===== src/rtl/saturn_board_pkg.sv =====
// Shared encodings and 25 MHz default constants for the Saturn board run controller.
package saturn_board_pkg;

  localparam logic [1:0] MODE_RUN  = 2'd0;
  localparam logic [1:0] MODE_STEP = 2'd1;
  localparam logic [1:0] MODE_FAST = 2'd2;

  typedef enum logic [2:0] {
    ST_BUS_RST = 3'd0,
    ST_RUN     = 3'd1,
    ST_STEP    = 3'd2,
    ST_FAST    = 3'd3,
    ST_HALTED  = 3'd4
  } run_state_t;

  localparam int DIV_PERIOD_8HZ = 3_125_000;
  localparam int DEB_10MS       = 250_000;

  // Mode button cycles RUN -> STEP -> FAST -> RUN.
  function automatic logic [1:0] mode_advance(input logic [1:0] m);
    case (m)
      MODE_RUN:  return MODE_STEP;
      MODE_STEP: return MODE_FAST;
      default:   return MODE_RUN;
    endcase
  endfunction

  function automatic run_state_t mode_state(input logic [1:0] m);
    case (m)
      MODE_STEP: return ST_STEP;
      MODE_FAST: return ST_FAST;
      default:   return ST_RUN;
    endcase
  endfunction

endpackage


===== src/rtl/saturn_debounce.sv =====
// Button conditioner: 2-flop synchroniser, then a level accepted after DEB_CYCLES stable samples.
module saturn_debounce #(
  parameter int DEB_CYCLES = 250_000,
  parameter int DEB_W      = 18
) (
  input  logic clk,
  input  logic reset,
  input  logic btn,
  output logic level,
  output logic rise
);

  localparam logic [DEB_W-1:0] CNT_LAST = DEB_W'(DEB_CYCLES - 1);

  logic             sync1, sync2;
  logic [DEB_W-1:0] cnt;

  // cnt holds how many consecutive samples have disagreed with the accepted level.
  always_ff @(posedge clk) begin
    if (reset) begin
      sync1 <= 1'b0;
      sync2 <= 1'b0;
      cnt   <= '0;
      level <= 1'b0;
      rise  <= 1'b0;
    end else begin
      sync1 <= btn;
      sync2 <= sync1;
      rise  <= 1'b0;
      if (sync2 == level) begin
        cnt <= '0;
      end else if (cnt == CNT_LAST) begin
        cnt   <= '0;
        level <= sync2;
        rise  <= sync2;
      end else begin
        cnt <= cnt + 1'b1;
      end
    end
  end

endmodule


===== src/rtl/saturn_run_ctrl.sv =====
// Board run controller: bus clock-enable generation (RUN/STEP/FAST), bus reset sequencing,
// button conditioning and LED multiplexing for saturn_bus.
module saturn_run_ctrl
  import saturn_board_pkg::*;
#(
  parameter int DIV_PERIOD = DIV_PERIOD_8HZ,
  parameter int DIV_W      = 26,
  parameter int DEB_CYCLES = DEB_10MS,
  parameter int DEB_W      = 18,
  parameter int LED_W      = 8
) (
  input  logic             i_clk,
  input  logic             i_reset,
  input  logic             i_btn_reset,
  input  logic             i_btn_step,
  input  logic             i_btn_mode,
  input  logic             i_halt,
  input  logic [31:0]      i_cycle_ctr,
  input  logic [7:0]       i_char,
  output logic             o_clk_en,
  output logic             o_bus_reset,
  output logic [1:0]       o_mode,
  output logic [LED_W-1:0] o_led
);

  localparam int BTN_RST  = 0;
  localparam int BTN_STEP = 1;
  localparam int BTN_MODE = 2;
  localparam int CHAR_W   = (LED_W < 8) ? LED_W : 8;
  localparam logic [DIV_W-1:0] DIV_LAST = DIV_W'(DIV_PERIOD - 1);

  logic [2:0] btn_level, btn_rise;

  saturn_debounce #(
    .DEB_CYCLES (DEB_CYCLES),
    .DEB_W      (DEB_W)
  ) u_deb [2:0] (
    .clk   (i_clk),
    .reset (i_reset),
    .btn   ({i_btn_mode, i_btn_step, i_btn_reset}),
    .level (btn_level),
    .rise  (btn_rise)
  );

  logic rst_level, step_rise, mode_rise;
  assign rst_level = btn_level[BTN_RST];
  assign step_rise = btn_rise[BTN_STEP];
  assign mode_rise = btn_rise[BTN_MODE];

  // Reset-button rise, upper counter bits and unused char bits are intentionally dropped.
  logic unused_bits;
  assign unused_bits = ^{btn_rise[BTN_RST], btn_level[BTN_STEP], btn_level[BTN_MODE],
                         i_cycle_ctr, i_char};

  logic [DIV_W-1:0] div_cnt;
  logic             tick;
  assign tick = (div_cnt == DIV_LAST);

  run_state_t       state_q, state_d;
  logic [1:0]       mode_q, mode_d;
  logic             phase_q;
  logic             clk_en_d, bus_reset_d;
  logic [LED_W-1:0] led_status, led_char, led_d;

  always_comb begin
    state_d  = state_q;
    mode_d   = mode_rise ? mode_advance(mode_q) : mode_q;
    clk_en_d = 1'b0;
    case (state_q)
      ST_BUS_RST: begin
        clk_en_d = tick;
        if (tick && !rst_level) state_d = mode_state(mode_d);
      end
      ST_HALTED: begin
        if (rst_level) state_d = ST_BUS_RST;
      end
      ST_RUN, ST_STEP, ST_FAST: begin
        // Priority: reset button, then halt, then mode change; a switching cycle issues no enable.
        if (rst_level) begin
          state_d = ST_BUS_RST;
        end else if (i_halt) begin
          state_d = ST_HALTED;
        end else if (mode_rise) begin
          state_d = mode_state(mode_d);
        end else begin
          case (state_q)
            ST_RUN:  clk_en_d = tick;
            ST_STEP: clk_en_d = step_rise;
            default: clk_en_d = 1'b1;
          endcase
        end
      end
      default: state_d = ST_BUS_RST;
    endcase
    bus_reset_d = (state_d == ST_BUS_RST);
  end

  always_comb begin
    led_status                 = '0;
    led_status[LED_W-1]        = i_halt;
    led_status[LED_W-2:0]      = i_cycle_ctr[LED_W-2:0];
    led_char                   = '0;
    led_char[CHAR_W-1:0]       = i_char[CHAR_W-1:0];
    led_d = (phase_q && !i_halt) ? led_char : led_status;
  end

  always_ff @(posedge i_clk) begin
    if (i_reset) begin
      div_cnt     <= '0;
      state_q     <= ST_BUS_RST;
      mode_q      <= MODE_RUN;
      phase_q     <= 1'b0;
      o_clk_en    <= 1'b0;
      o_bus_reset <= 1'b1;
      o_led       <= LED_W'(1);
    end else begin
      div_cnt     <= tick ? '0 : div_cnt + 1'b1;
      state_q     <= state_d;
      mode_q      <= mode_d;
      phase_q     <= phase_q ^ tick;
      o_clk_en    <= clk_en_d;
      o_bus_reset <= bus_reset_d;
      o_led       <= led_d;
    end
  end

  assign o_mode = mode_q;

endmodule


===== config.mk =====
export PLATFORM = sky130hd
export DESIGN_NAME = saturn_run_ctrl
export DESIGN_NICKNAME = d
export VERILOG_FILES = /design/src/rtl/saturn_board_pkg.sv /design/src/rtl/saturn_debounce.sv /design/src/rtl/saturn_run_ctrl.sv
export SDC_FILE = /design/constraint.sdc
export NUM_CORES = 1
export LEC_CHECK = 0
export BUFFER_PORTS_ARGS = -buffer_cell sky130_fd_sc_hd__buf_2
export CORE_ASPECT_RATIO = 1.1
export CORE_UTILIZATION = 35
export CTS_CLUSTER_DIAMETER = 100
export CTS_CLUSTER_SIZE = 20
export DETAILED_ROUTE_END_ITERATION = 8
export PLACE_DENSITY = 0.61
export SYNTH_ARGS = -nofsm -noshare
export SYNTH_HDL_FRONTEND = slang
export SYNTH_SLANG_ARGS = --single-unit

===== constraint.sdc =====
create_clock -name i_clk -period 2 [get_ports i_clk]
set_input_delay 0.3 -clock i_clk [delete_from_list [all_inputs] [get_ports i_clk]]
set_output_delay 0.3 -clock i_clk [all_outputs]
set_load 0.01 [all_outputs]

After elaboration in Yosys (flattened, before gate mapping)
Cells that the tools add are included.

storage, ports and cells
  flip-flop bits (word level) = 107
  input bits = 46
  output and inout port bits = 12
  logic and storage cells = 77

operators by class
  $add $sub $neg = 4
  equal/unequal tests = 14
  multiplexer cells = 15
  bitwise operators = 6
  reductions and logical operators = 17

operator list
  kind                                                               count
  18-bit by 1-bit adder with 18-bit output, second input constant    3
  18-bit == test, second input constant                              3
  26-bit by 1-bit adder with 26-bit output, second input constant    1
  26-bit by 22-bit == test with 1-bit output, second input constant  1
  3-bit OR reduction                                                 6
  3-bit two-way mux                                                  5
  3-bit one-hot mux with 3 select lines                              1
  8-bit two-way mux                                                  1
  2-bit one-hot mux with 2 select lines                              2
  3-bit by 2-bit == test with 1-bit output, second input constant    2
  3-bit zero test                                                    2
  2-bit AND reduction                                                3
  1-bit inverter                                                     5
  2-bit by 1-bit == test with 1-bit output, second input constant    2
  1-bit one-hot mux with 2 select lines                              2
  1-bit == test                                                      3
  3-bit by 1-bit == test with 1-bit output, second input constant    1
  3-bit == test, second input constant                               1
  1-bit two-way mux                                                  3
  2-bit == test, second input constant                               1
  1-bit logical AND                                                  2
  1-bit zero test                                                    2
  2-bit zero test                                                    1
  2-bit two-way mux                                                  1
  other kinds (2)                                                    2

Longest topological paths before layout
Gate-level depths: netlist (run 1).

  word-level depth = 10
  gate-level depth with buffers = 8
  depth with buffers taken out = 8

Hierarchy
A second synthesis (run 1) with hierarchy kept.

unflattened totals
  cells, all modules = 530
  area total of the unflattened synthesis = 4854.7 um2

modules (own cells, without submodules)
  module           instances  cells each  area an instance (um2)
  saturn_debounce  3          106         965.9
  saturn_run_ctrl  1          212         1956.9

Worst setup path before layout (run 1)
No wires, ideal clock.

  kind = register to register
  start point = register u_deb[2].cnt[11]
  end point = register u_deb[2].cnt[16]
  arrival time = 1813 ps
  path slack = 73 ps
  stages on the path, launching flop included = 6
  buffers on the path = 1
  path through = dfxtp_1 -> or4_4 -> or4_4 -> o211ai_4 -> buf_6 -> nor2_1

on the way
  cells in the longest elaborated chain, start to end = 2
  elaborated cells between the ends (all ways) = 3
  classes of those cells = add/sub: 1; eq/ne: 1; reduce/logical: 1

ends and longest elaborated chain
  item                                                                              line                   source
  from (decl)                                                                       saturn_debounce.sv:16  logic [DEB_W-1:0] cnt;
  from (signal assigned)                                                            saturn_debounce.sv:37  cnt <= cnt + 1'b1;
  branches (longest 2 deep; another with 18-bit by 1-bit adder with 18-bit output)  n/a

Several ways; the timed one is not identified.
A chain may end at the register's enable or synchronous reset.

Worst setup path in the final report (run 1)
  start point = register u_deb[2].cnt[13]
  end point = register u_deb[2].cnt[15]

Same word-level chain as after synthesis.

==> results of run 1 <==
==> routing by layer <==
metal,vias up,part of all wire
met5,-,0
met4,0,0.019
met3,14,0.034
met2,59,0.50
met1,1882,0.45
li1,2052,-
==> Yosys cell counts (2+ instances only) <==
cell type | number | area, um^2
ha_1 | 5 | 62.56
buf_2 | 4 | 20.02
nor4_1 | 23 | 143.9
o21ai_1 | 2 | 10.01
nor4b_1 | 5 | 43.79
dfxtp_1 | 107 | 2142
nor3_1 | 15 | 75.07
nor2b_1 | 8 | 50.05
nor2_1 | 87 | 326.6
and4_1 | 7 | 61.31
o31ai_1 | 12 | 90.09
xnor2_1 | 44 | 385.4
nand2_1 | 24 | 90.09
o41ai_1 | 2 | 17.52
nand2b_1 | 2 | 12.51
and2_1 | 4 | 25.02
and3_1 | 8 | 50.05
nor4bb_1 | 3 | 30.03
inv_1 | 21 | 78.83
clkbuf_1 | 7 | 26.28
nand3_1 | 28 | 140.1
nand4_1 | 23 | 143.9
xor2_1 | 13 | 113.9
or4_1 | 11 | 82.58
a21oi_1 | 25 | 125.1
buf_6 | 3 | 33.78
or4_4 | 3 | 33.78
or3_1 | 14 | 87.58
o21ai_0 | 12 | 60.06
mux2i_1 | 7 | 70.07
==> power groups by stage <==
stage | sequential [mW] | clock [mW] | combinational [mW]
floorplan | 2.21 | 0 | 0.0531
global placement | 2.21 | 0 | 0.108
detailed placement | 2.21 | 0 | 0.112
CTS | 2.16 | 1.94 | 0.112
global route | 2.16 | 2.03 | 0.124
finish | 2.16 | 1.88 | 0.111
==> registers in the layout (all words and copies together), names as in the netlist, 2 cells and up <==
signal	count
u_deb.cnt	54
div_cnt	26
o_led	8
state_q	3
u_deb.level	3
u_deb.sync1	3
u_deb.sync2	3
o_mode	2
u_deb.rise	2
==> logic make-up after synthesis <==
kind of cell | synth area share
DFF | 0.4472
buffers and inverters | 0.03788
AOI/OAI and AO/OA | 0.07628
and+or+nand+nor | 0.3043
muxes | 0.01698
adders and majority gates | 0.01306
xor gates and xnor gates | 0.1042
==> critical path: stages (launching register included) <==
cell and delay (ns):
dfxtp_2 0.34, or4_4 0.54, or4_4 0.51, o211ai_4 0.20, buf_12 0.17, a21oi_1 0.05
==> stage by stage <==
step,cell area [um^2],hold slack (ns)
CTS,5618,0.1450
global route,5635,0.1635
floorplan,4790,0.4138
global placement,5305,0.4262
detailed placement,5305,0.4357
finish,5635,0.1569
==> area by class of cell <==
type	count	area, um^2
Timing Repair Buffer	59	387.9
Multi-Input combinational cell	401	2482
Sequential cell	107	2143
Clock inverter	6	87.58
Fill cell	1331	7632
Inverter	21	78.83
Tap cell	184	230.2
Clock buffer	9	225.2
==> how the worst max path moves through the flow <==
stage,from,end,cells after the start
after global routing,div_cnt[1]$_SDFF_PP0_,o_bus_reset$_SDFF_PP1_,7
after detailed placement,u_deb[2].cnt[13]$_SDFF_PP0_,u_deb[2].cnt[15]$_SDFF_PP0_,5
after CTS,div_cnt[1]$_SDFF_PP0_,div_cnt[24]$_SDFF_PP0_,5
final,u_deb[2].cnt[13]$_SDFF_PP0_,u_deb[2].cnt[15]$_SDFF_PP0_,5
after global placement,u_deb[2].cnt[13]$_SDFF_PP0_,u_deb[2].cnt[17]$_SDFF_PP0_,5
after floorplan,u_deb[2].cnt[11]$_SDFF_PP0_,u_deb[2].cnt[16]$_SDFF_PP0_,5
==> run_results.csv, run 1 <==
group,metric,value,unit
run_status,status,"finished, final reports clean",
worst_setup_path,crit_fanout,18,
timing,tns,0,ns
power,ir_drop,463.7,uV
route,wl_per_cell,12.42,um
clocking,clkSinkCount,107,
synthesis,avgSynthCellArea,8.772,um^2
power,p_comb_frac,0.027,
finish,fin_nets,650,
finish,final_util,0.4247,
global_routing,antenna_found_initial,0,
global_routing,grt_pass1_vias,3821,
hold_path,hold_start,"i_btn_step",
worst_setup_path,start_kind,"flop",
finish,n_antenna_cell,0,
floorplan,die_h,124.7,um
worst_setup_path,path_class,"flop to flop",
power,power_density,736.2,nW/um^2
timing,clock_skew,0.006558,ns
floorplan,ioPinCount,58,
floorplan,start_util,0.3610,
power,p_int,3.295,mW
power,clockPowerShare,0.452,
synthesis,async_reset_ff_frac,0,
power,p_sw,854.0,uW
worst_setup_path,rrSetupSlack,0.07,ns
clocking,cts_buffers,9,
clocking,cts_setup_buffers,0,
power,power.total,4.149,mW
synthesis,synth_flop_cell,"dfxtp_1",
global_routing,grt_overflow,0,
placed_design,place_inst,772,
global_routing,global_route.usage.met1,0.1658,
clocking,postCtsHoldBufs,0,
synthesis,synth.distinct_cells,47,
floorplan,placementRows,44,
synthesis,seq_area_frac_synth,0.4472,
synthesis,synth_nets,597,
clocking,insertion_delay,0.35,ns
finish,area_growth,17.66,%
finish,fin_cells,787,
route,first_pass_iters,4,
worst_setup_path,critPathArrivalTime,2.16,ns
route,drcViolationCount,0,
timing,hold_viol,0,
timing,fmax,518.9,MHz
timing,finalMaxSlewViolations,0,
power,p_sw_frac,0.2058,
route,antenna_left,0,
floorplan,dieArea,14160,um^2
global_routing,grt_max_degree,26,
power,seqPwrFrac,0.521,
timing,tightestPinTransition,0.3780,ns
finish,drive_above_1_share,0.1459,
clocking,cts_tree,"yes",
finish,layout_common_cells,"dfxtp_1, nor2_1, xnor2_1",
route,vias,4007,
synthesis,synth_edf_count,0,
synthesis,ys_warn_count,0,
finish,final_common_cell,"dfxtp_1",
global_routing,grt_usage,0.1466,
synthesis,syn_area,4790,um^2
placed_design,port_buffers,32,
timing,max-slew-margin-rel,0.7474,
global_routing,met3_usage,0.04185,
clocking,cts_resized,0,
placed_design,hpwl,6.931,mm
placed_design,gp_congestion,0.7885,
timing,fin_crit_sh,0.9636,
placed_design,place_ws,0.07204,ns
floorplan,die_w,113.5,um
global_routing,top_usage_layer,"met2",
hold_path,min_path_type,"input pin to flop",
clocking,root_buffer,"clkbuf_16",
power,leakage,1.875,nW
worst_setup_path,reg2reg_depth,5,
global_routing,grt_pass1_wl,16.82,mm
clocking,htreeDepth,3,
timing,setup_violations,0,
route,drt_wl_total,9.771,mm
timing,setup_slack,0.07284,ns
route,vias_per_cell,5.091,
clocking,clk_pin_slew,0.07,ns
timing,period_needed,1.927,ns
floorplan,core_area,13270,um^2
worst_setup_path,cp.required,2.24,ns
hold_path,hold_depth,2,
synthesis,ys_seq_elements,107,
global_routing,use_met2,0.2532,
worst_setup_path,rr_startpoint,"u_deb[2].cnt[13]$_SDFF_PP0_",
worst_setup_path,cp-end-kind,"flop",
run,maxCapViolations,0,
clocking,clockBufferDepth,2,
route,drtIter0Drc,222,
synthesis,postSynthCellCount,546,
hold_path,holdPathEnd,"u_deb[1].sync1$_SDFF_PP0_",
worst_setup_path,rr_endpoint,"u_deb[2].cnt[15]$_SDFF_PP0_",
timing,grt_setup_unrepaired,"no",
Note: power is estimated with default switching activity, not from simulation.
==> run 2: changes to the inputs <==
CTS_BUF_LIST = sky130_fd_sc_hd__clkbuf_2   (was not set)
==> run 2 against run 1 <==
Against the previous run:
- wire length increased by 2.9%
- clock power decreased by 40%
- utilization increased by 0.35 points
- count of clock-buffer cells in the layout unchanged
- fmax about the same
- critical path depth unchanged
- power decreased by 17%
- sequential share of layout area decreased by 0.24 points
- non-clock buffer count increased by 23
- register-to-register slack about the same
- global-route usage increased by 0.28 points
- largest cell class unchanged
==> run_results.csv, run 2 (synthesis results as in run 1) <==
group,metric,value,unit
run_status,status,"finished, final reports clean",
placed_design,place_inst,772,
timing,clock_skew,0.03424,ns
floorplan,die_h,124.7,um
clocking,clk_pin_slew,0.27,ns
floorplan,die_w,113.5,um
worst_setup_path,cp.required,2.52,ns
finish,fin_nets,673,
global_routing,grt_pass1_vias,3942,
clocking,cts_buffers,9,
worst_setup_path,cp-end-kind,"flop",
global_routing,met3_usage,0.04720,
floorplan,placementRows,44,
clocking,cts_tree,"yes",
route,first_pass_iters,4,
timing,setup_slack,0.07469,ns
global_routing,grt_usage,0.1494,
clocking,clockBufferDepth,2,
finish,largest_reg_flops,54,
route,wl_per_cell,12.42,um
worst_setup_path,crit_fanout,18,
route,drtIter0Drc,188,
worst_setup_path,path_class,"flop to flop",
floorplan,ioPinCount,58,
power,leakage,1.900,nW
finish,reg_top3,"u_deb.cnt x54, div_cnt x26, o_led x8",
power,ir_drop,253.7,uV
timing,max-slew-margin-rel,0.7435,
worst_setup_path,rr_startpoint,"u_deb[2].cnt[13]$_SDFF_PP0_",
clocking,clkSinkCount,107,
finish,layout_common_cells,"dfxtp_1, nor2_1, xnor2_1",
timing,grt_setup_unrepaired,"yes",
floorplan,start_util,0.3610,
finish,drive_above_1_share,0.1454,
placed_design,hpwl,6.931,mm
hold_path,hold_depth,3,
global_routing,global_route.usage.met1,0.1667,
placed_design,place_ws,0.07204,ns
power,power_density,605.1,nW/um^2
floorplan,core_area,13270,um^2
timing,finalMaxSlewViolations,0,
route,antenna_left,0,
finish,fill_cells,1325,
worst_setup_path,rrSetupSlack,0.07,ns
worst_setup_path,start_kind,"flop",
clocking,insertion_delay,0.60,ns
timing,period_needed,1.925,ns
finish,area_growth,18.63,%
timing,tns,0,ns
timing,setup_violations,0,
global_routing,grt_pass1_wl,17.26,mm
global_routing,top_usage_layer,"met2",
global_routing,use_met2,0.2661,
worst_setup_path,critPathArrivalTime,2.45,ns
timing,tightestPinTransition,0.3838,ns
global_routing,grt_overflow,0,
finish,largest-register,"u_deb.cnt",
route,vias_per_cell,5.054,
global_routing,grt_max_degree,26,
placed_design,gp_congestion,0.7885,
hold_path,hold_start,"i_btn_mode",
run,maxCapViolations,0,
finish,fin_cells,810,
placed_design,port_buffers,32,
timing,fmax,519.4,MHz
timing,fin_crit_sh,0.9627,
route,drcViolationCount,0,
worst_setup_path,reg2reg_depth,5,
worst_setup_path,rr_endpoint,"u_deb[2].cnt[15]$_SDFF_PP0_",
clocking,htreeDepth,3,
finish,final_util,0.4282,
clocking,root_buffer,"clkbuf_2",
finish,final_common_cell,"dfxtp_1",
route,drt_wl_total,10.06,mm
global_routing,antenna_found_initial,0,
timing,hold_viol,0,
route,vias,4094,
hold_path,holdPathEnd,"u_deb[2].sync1$_SDFF_PP0_",
floorplan,dieArea,14160,um^2
hold_path,min_path_type,"input pin to flop",
finish,n_antenna_cell,0,
run 2: cell count changes in the layout (fill, tap and decap cells not counted):
cell | previous run | this run
or3_4 | 2 | 1
dfxtp_2 | 1 | 4
or3_1 | 12 | 13
clkbuf_16 | 9 | 0
dfxtp_1 | 106 | 103
buf_4 | 25 | 26
dlygate4sd3_1 | 0 | 22
clkbuf_2 | 0 | 9
run 2: metal layers:
layer  part of all wire  up-vias
li1                   -     2096
met1               0.44     1924
met2               0.51       61
met3              0.033       13
met4              0.015        0
met5                  0        -
run 2: worst max path at each step:
stage                                        endpoint                        start  cells past startpoint  slack (ns)
after floorplan           u_deb[2].cnt[16]$_SDFF_PP0_  u_deb[2].cnt[11]$_SDFF_PP0_                      5        0.07
after global placement    u_deb[2].cnt[17]$_SDFF_PP0_  u_deb[2].cnt[13]$_SDFF_PP0_                      5        0.10
after detailed placement  u_deb[2].cnt[15]$_SDFF_PP0_  u_deb[2].cnt[13]$_SDFF_PP0_                      5        0.07
after CTS                      div_cnt[24]$_SDFF_PP0_        div_cnt[1]$_SDFF_PP0_                      5        0.02
after global routing           o_bus_reset$_SDFF_PP1_        div_cnt[1]$_SDFF_PP0_                      7       -0.02
final                     u_deb[2].cnt[15]$_SDFF_PP0_  u_deb[2].cnt[13]$_SDFF_PP0_                      5        0.07
run 2: per-stage QoR:
stage / hold slack (ns) / cell area, um^2 / total power, mW
CTS: 0.3697 / 5658 / 3.490
detailed placement: 0.4357 / 5305 / 2.322
global route: 0.3708 / 5682 / 3.594
finish: 0.4348 / 5682 / 3.438
floorplan: 0.4138 / 4790 / 2.267
global placement: 0.4262 / 5305 / 2.318
run 2: final cells by class:
class / instances / area, um^2 / area share
multi-input cells: 401 / 2477 / 0.4360
flip-flops and latches: 107 / 2147 / 0.3779
repair buffers: 82 / 615.6 / 0.1083
well taps: 184 / 230.2 / 0.04052
clock inverters: 6 / 87.58 / 0.01542
inverters: 21 / 78.83 / 0.01387
clock buffers: 9 / 45.04 / 0.007928
run 2: repair_timing:
action | 4_1_cts | 5_1_grt
setup endpoints to repair | 0 | 10
resized for setup | 0 | 7
setup buffers | 0 | 1
hold buffers | 22 | 0
endpoints found under the hold margin | 15 | 0
run 2: power by group:
| part | total [mW] | internal (mW) | leakage [nW] | switching (mW) |
|---|---|---|---|---|
| Sequential | 2.17 | 2.16 | 0.868 | 0.0112 |
| Clock | 1.12 | 0.412 | 0.0825 | 0.706 |
| Combinational | 0.146 | 0.0784 | 0.949 | 0.0680 |
| Total | 3.44 | 2.65 | 1.90 | 0.786 |
run 2: worst max-delay path, cell delays in order, from the launching register on:
cell and delay [ns]:
dfxtp_2 0.38, or4_4 0.54, or4_4 0.51, o211ai_4 0.20
buf_12 0.17, a21oi_1 0.05
